===== src/rtl/lcd_pkg.sv =====
// Shared types, HD44780 command bytes and helpers for the LCD writer.
// Optional continuous refresh: define LCD_WRITER_REFRESH_EN.
package lcd_pkg;

   typedef enum logic [2:0] {
      S_PWR_WAIT,
      S_INIT,
      S_HOME1,
      S_LINE1,
      S_HOME2,
      S_LINE2,
      S_DONE
   } state_t;

   typedef enum logic [1:0] {
      X_IDLE,
      X_SETUP,
      X_EN,
      X_HOLD
   } xfer_t;

   localparam logic [7:0] FUNC_SET = 8'h38;
   localparam logic [7:0] DISP_ON  = 8'h0C;
   localparam logic [7:0] CLEAR    = 8'h01;
   localparam logic [7:0] ENTRY    = 8'h06;
   localparam logic [7:0] LINE1    = 8'h80;
   localparam logic [7:0] LINE2    = 8'hC0;
   localparam int         LINE_LEN = 16;

   function automatic logic [7:0] printable(input logic [7:0] c);
      return (c < 8'h20 || c > 8'h7E) ? 8'h20 : c;
   endfunction

   function automatic logic [7:0] init_cmd(input logic [1:0] step);
      logic [7:0] c;
      unique case (step)
         2'd0:    c = FUNC_SET;
         2'd1:    c = DISP_ON;
         2'd2:    c = CLEAR;
         default: c = ENTRY;
      endcase
      return c;
   endfunction

endpackage


===== src/rtl/lcd_xfer.sv =====
// Single-byte HD44780 write engine: setup, enable strobe, settle wait.
// Optional continuous refresh (in top): define LCD_WRITER_REFRESH_EN.
module lcd_xfer
   import lcd_pkg::*;
#(
   parameter int T_EN  = 16,
   parameter int T_CMD = 2000,
   parameter int T_CLR = 82000
) (
   input  logic       clk,
   input  logic       rst_n,
   input  logic       req,
   input  logic [7:0] data,
   input  logic       rs,
   input  logic       long_wait,
   output logic [7:0] lcd_data,
   output logic       lcd_rs,
   output logic       lcd_en,
   output logic       ack
);

   localparam logic [31:0] EN_LAST  = 32'(T_EN - 1);
   localparam logic [31:0] CMD_LAST = 32'(T_CMD - 1);
   localparam logic [31:0] CLR_LAST = 32'(T_CLR - 1);

   xfer_t       phase, phase_n;
   logic [31:0] cnt, cnt_n;
   logic [7:0]  data_q;
   logic        rs_q;
   logic        long_q;
   logic        first;

   // The idle cycle that sees req is setup cycle 1; the byte passes through.
   assign first = (phase == X_IDLE) && req;

   always_ff @(posedge clk or negedge rst_n) begin
      if (!rst_n) begin
         phase  <= X_IDLE;
         cnt    <= '0;
         data_q <= '0;
         rs_q   <= 1'b0;
         long_q <= 1'b0;
      end else begin
         phase <= phase_n;
         cnt   <= cnt_n;
         if (first) begin
            data_q <= data;
            rs_q   <= rs;
            long_q <= long_wait;
         end
      end
   end

   always_comb begin
      phase_n = phase;
      cnt_n   = cnt;
      ack     = 1'b0;
      unique case (phase)
         X_IDLE: begin
            if (req) begin
               phase_n = X_SETUP;
               cnt_n   = '0;
            end
         end
         X_SETUP: phase_n = X_EN;
         X_EN: begin
            if (cnt == EN_LAST) begin
               phase_n = X_HOLD;
               cnt_n   = '0;
            end else begin
               cnt_n = cnt + 32'd1;
            end
         end
         X_HOLD: begin
            if (cnt == (long_q ? CLR_LAST : CMD_LAST)) begin
               phase_n = X_IDLE;
               cnt_n   = '0;
               ack     = 1'b1;
            end else begin
               cnt_n = cnt + 32'd1;
            end
         end
         default: phase_n = X_IDLE;
      endcase
   end

   assign lcd_data = first ? data : data_q;
   assign lcd_rs   = first ? rs : rs_q;
   assign lcd_en   = (phase == X_EN);

endmodule


===== src/rtl/lcd_writer.sv =====
// Screen sequencer: power-on wait, init, then two 16-char lines from a ROM.
// Define LCD_WRITER_REFRESH_EN to rewrite the screen continuously.
module lcd_writer
   import lcd_pkg::*;
#(
   parameter int T_PWR = 1000000,
   parameter int T_EN  = 16,
   parameter int T_CMD = 2000,
   parameter int T_CLR = 82000
) (
   input  logic        clk,
   input  logic        rst_n,
   input  logic        start,
   output logic [5:0]  rom_addr,
   input  logic [31:0] rom_data,
   output logic [7:0]  lcd_data,
   output logic        lcd_rs,
   output logic        lcd_rw,
   output logic        lcd_en,
   output logic        lcd_on,
   output logic        lcd_blon,
   output logic        busy,
   output logic        done
);

   localparam logic [31:0] PWR_LAST = 32'(T_PWR - 1);
   localparam logic [5:0]  L1_LAST  = 6'(LINE_LEN - 1);
   localparam logic [5:0]  L2_LAST  = 6'(2 * LINE_LEN - 1);

   state_t      state, state_n;
   logic [31:0] pwr_cnt, pwr_n;
   logic [1:0]  step, step_n;
   logic [5:0]  idx, idx_n;
   logic        done_q;
   logic        req;
   logic        ack;
   logic        rs;
   logic [7:0]  cmd;
   logic        long_wait;
   logic        unused_hi;

   assign unused_hi = ^rom_data[31:8];

   always_ff @(posedge clk or negedge rst_n) begin
      if (!rst_n) begin
         state   <= S_PWR_WAIT;
         pwr_cnt <= '0;
         step    <= '0;
         idx     <= '0;
         done_q  <= 1'b0;
      end else begin
         state   <= state_n;
         pwr_cnt <= pwr_n;
         step    <= step_n;
         idx     <= idx_n;
         done_q  <= (state_n == S_DONE) && (state != S_DONE);
      end
   end

   always_comb begin
      state_n = state;
      pwr_n   = pwr_cnt;
      step_n  = step;
      idx_n   = idx;
      req     = 1'b0;
      rs      = 1'b0;
      cmd     = 8'h00;
      unique case (state)
         S_PWR_WAIT: begin
            if (pwr_cnt == PWR_LAST) begin
               state_n = S_INIT;
               pwr_n   = '0;
               step_n  = '0;
            end else begin
               pwr_n = pwr_cnt + 32'd1;
            end
         end
         S_INIT: begin
            req = 1'b1;
            cmd = init_cmd(step);
            if (ack) begin
               if (step == 2'd3) begin
                  state_n = S_HOME1;
                  idx_n   = '0;
               end else begin
                  step_n = step + 2'd1;
               end
            end
         end
         S_HOME1: begin
            req = 1'b1;
            cmd = LINE1;
            if (ack) state_n = S_LINE1;
         end
         S_LINE1: begin
            req = 1'b1;
            rs  = 1'b1;
            cmd = printable(rom_data[7:0]);
            if (ack) begin
               idx_n = idx + 6'd1;
               if (idx == L1_LAST) state_n = S_HOME2;
            end
         end
         S_HOME2: begin
            req = 1'b1;
            cmd = LINE2;
            if (ack) state_n = S_LINE2;
         end
         S_LINE2: begin
            req = 1'b1;
            rs  = 1'b1;
            cmd = printable(rom_data[7:0]);
            if (ack) begin
               if (idx == L2_LAST) state_n = S_DONE;
               else                idx_n   = idx + 6'd1;
            end
         end
         S_DONE: begin
`ifdef LCD_WRITER_REFRESH_EN
            state_n = S_HOME1;
            idx_n   = '0;
`else
            if (start) begin
               state_n = S_HOME1;
               idx_n   = '0;
            end
`endif
         end
         default: state_n = S_PWR_WAIT;
      endcase
   end

   assign long_wait = (state == S_INIT) && (cmd == CLEAR);

   lcd_xfer #(
      .T_EN (T_EN),
      .T_CMD(T_CMD),
      .T_CLR(T_CLR)
   ) u_xfer (
      .clk      (clk),
      .rst_n    (rst_n),
      .req      (req),
      .data     (cmd),
      .rs       (rs),
      .long_wait(long_wait),
      .lcd_data (lcd_data),
      .lcd_rs   (lcd_rs),
      .lcd_en   (lcd_en),
      .ack      (ack)
   );

   assign rom_addr = idx;
   assign done     = done_q;
   assign lcd_rw   = 1'b0;
   assign lcd_on   = rst_n;
   assign lcd_blon = rst_n;

`ifdef LCD_WRITER_REFRESH_EN
   assign busy = 1'b1;
`else
   assign busy = (state != S_DONE);
`endif

endmodule

===== config.mk =====
export PLATFORM = sky130hd
export DESIGN_NAME = lcd_writer
export DESIGN_NICKNAME = d
export VERILOG_FILES = /design/src/rtl/lcd_pkg.sv /design/src/rtl/lcd_xfer.sv /design/src/rtl/lcd_writer.sv
export SDC_FILE = /design/constraint.sdc
export NUM_CORES = 1
export LEC_CHECK = 0
export CAP_MARGIN = 20
export CORE_ASPECT_RATIO = 0.5
export CORE_UTILIZATION = 55
export CTS_BUF_LIST = sky130_fd_sc_hd__clkbuf_16
export DETAILED_ROUTE_END_ITERATION = 10
export DONT_BUFFER_PORTS = 1
export PLACE_DENSITY = 0.78
export REMOVE_ABC_BUFFERS = 1
export SLEW_MARGIN = 20
export SYNTH_ARGS = -nofsm -noshare
export SYNTH_HDL_FRONTEND = slang
export SYNTH_SLANG_ARGS = --single-unit

===== constraint.sdc =====
create_clock -name clk -period 3.8 [get_ports clk]
set_clock_uncertainty 0.1 [all_clocks]
set_input_delay 0.95 -clock clk [delete_from_list [all_inputs] [get_ports clk]]
set_output_delay 0.95 -clock clk [all_outputs]
set_load 0.05 [all_outputs]

==> metrics.txt <==
status finished, final reports clean; DP HPWL between 6000 and 7000 µm; Synth cell types 53; Post-CTS Resized 0; P&R area growth vs syn 10.8%; FP Rows 23; GRT busiest layer met2; Post-Synth Simple-Gate Area 0.274; crit path time final ~3.4 ns; depth of the worst register-to-register path 7; drt pass-1 iters 4; grt total ovfl 0; Reg-to-Reg Start u_xfer.cnt[19]; I/O Pins between 50 and 60; unrepaired setup endpoints after global routing no; Vias/cell just under 6; slew of the pin with the lowest slew margin between 0.9 and 1 ns; final hold vios 0; main flop type after synthesis dfrtp_1; RD Place Congestion 0.823; fin nets 560; post-synthesis sequential area ratio 0.464; FFs w/ async S/R, synth 1.00; R2R setup slack between 0.7 and 0.8 ns; crit start category flip-flop; Max Cap Viol 0; Critical Path Sink Type output pin; class of the worst hold path input port to async pin; final core utilization 0.644; Wirelength per Cell 14.7 µm; final WL just over 9000 µm; PwrDens ~360 mW/mm²; CTS Buf Count 9; Setup Viol. Count Final 0; maximum VDD drop ~0.23 mV; initial antenna violation count 0; number of antenna repair diodes 0; share of cells above drive strength 1 0.0983; Port Buffers 0; clock root cell clkbuf_16; CP Data Required Time roughly 2.8 ns; setup bufs post-CTS 0; CTS clk-pin slew, worst paths 0.07 ns; Reg2Reg Capture Point u_xfer.cnt[17]; CTS Buffer Depth 2; Pwr Total between 0.0015 and 0.002 W; vias about 3,600; Compound-Gate Fraction of Synth Area 0.0994; Cell Area, Synth between 0.004 and 0.005 mm²; leakage ~2.4 nW; core area around 0.008 mm²; post-synthesis cell count 504; vias in the first global route ~3,500; number of synthesized flops with an enable pin 0; f_max between 200 and 300 MHz; Die ar. around 0.0090 mm²; Die Y around 68 µm; worst skew pair latency between 0.3 and 0.4 ns; Post-Synth Adder-Cell Area 0.0290; Setup Slack @ Placement 0.610 ns; CTS Hold Bufs 0; Initial Util 0.581; clk sinks 88; Die W 133 µm; CTS tree done; Post-Synth XOR/XNOR Area 0.103; largest net degree at the start of global routing 91; routing usage on met3 0.0571; largest family of logic cells by synthesized area simple AND/OR/NAND/NOR gates; fin area 0.00526 mm²; crit path max fanout 15; GRT Util Overall 0.223; H-tree depth 3; setup TNS 0 ns; initial DRC count 254; Final Max Tran Viols 0; average size of a mapped cell roughly 9.4 µm²; Max-Slew Margin vs Limit 0.384; WP data arrival around 2.4 ns; post-synthesis mux area share 0.00237; Antenna Nets Post-Route 0; first-pass GRT wire length about 16,000 µm; met2 Use GR 0.388; Tcrit/Tclk final 0.898; routing usage on met1 0.274; DR DRC count 0; cell area after placement 0.00494 mm²; Synth Register Bits roughly 90; Ys Warns 0; kind of critical path flip-flop to output pin; setup ws final roughly 0.39 ns
## placed cells by master (no fill, tap or decap), drive strengths merged, types with 3 or more instances in the layout
cell	synthesis	final
ha	11	11
a21o	6	6
nand3	25	25
and2	7	7
nor2	57	57
o21ai	25	25
or2	5	5
nand2b	7	7
buf	8	21
nor2b	3	3
xnor2	21	21
dfrtp	88	88
a21oi	16	16
nor3	13	13
nand2	45	45
clkbuf	14	9
o31ai	4	4
and4	6	6
or4	5	5
nor4b	5	5
nor4	11	11
o211ai	3	3
or3	5	5
nand4	27	27
xor2	35	35
clkinv	0	3
inv	6	6
a22oi	5	5
and3	19	19
## synth_stat cells, types with 10 or more instances
cell / n / area, µm²
a21oi_1: 15 / 75.1
and3_1: 17 / 106
clkbuf_1: 14 / 52.6
dfrtp_1: 88 / 2200
ha_1: 11 / 138
nand2_1: 45 / 169
nand3_1: 25 / 125
nand4_1: 27 / 169
nor2_1: 57 / 214
nor3_1: 12 / 60.1
nor4_1: 10 / 62.6
o21ai_0: 25 / 125
xnor2_1: 21 / 184
xor2_1: 35 / 307
## registers in the layout (all words and copies together) (netlist names)
name           flops
done               1
pwr_cnt           32
rom_addr           6
state              3
step               2
u_xfer.cnt        32
u_xfer.data_q      8
u_xfer.long_q      1
u_xfer.phase       2
u_xfer.rs_q        1
## logic make-up after synthesis
| kind of cell | after synthesis |
|---|---|
| compound gates | 74 |
| xor+xnor | 56 |
| fa+ha+maj | 11 |
| buf+inv | 28 |
| flops | 88 |
| mux | 1 |
| other cells | 1 |
| simple gates | 245 |
## worst max-delay path: stages, from the launching register on
cell	delay [ns]
dfrtp_1	0.51
or3_1	0.58
nand3_1	0.47
nand2_1	0.10
o21ai_1	0.11
buf_4	0.24
## worst max-delay path by stage
stage / start / cells past startpoint / to / slack [ns]
global route: state[0] / 5 / lcd_data[5] / 0.21
finish: state[0] / 5 / lcd_data[0] / 0.39
CTS: state[1] / 6 / lcd_data[0] / 0.39
floorplan: rom_data[3] / 5 / lcd_data[3] / -0.60
global placement: rom_data[3] / 7 / lcd_data[3] / 0.63
detailed placement: rom_data[3] / 7 / lcd_data[0] / 0.61
## layout make-up
cell class | count | area (µm²)
clock buffers | 9 | 225
clock inverters | 7 | 96.3
fillers | 675 | 2910
inverters | 6 | 22.5
multi-input cells | 388 | 2420
flip-flops and latches | 88 | 2200
well taps | 112 | 140
repair buffers | 21 | 158
## per-layer routing
metal,vias up,wire length (µm),part of all wire
li1,1815,-,-
met1,1741,4360,0.47
met2,71,4430,0.48
met3,17,333,0.036
met4,0,167,0.018
met5,-,0,0
## power breakdown
part	switching (W)	internal, W	leakage [nW]
logic	0.00000341	0.00000122	1.06
registers	0	0.000937	1.17
clock network	0.000362	0.000575	0.149
total	0.000365	0.00151	2.37
## stage by stage
step                      instances  hold slack (ns)
final                           631            0.203
after global routing            631            0.181
after CTS                       631            0.189
after detailed placement        615            0.382
after global placement          615            0.366
after floorplan                 482            0.346
No activity file was read; power rests on OpenSTA's default activity.
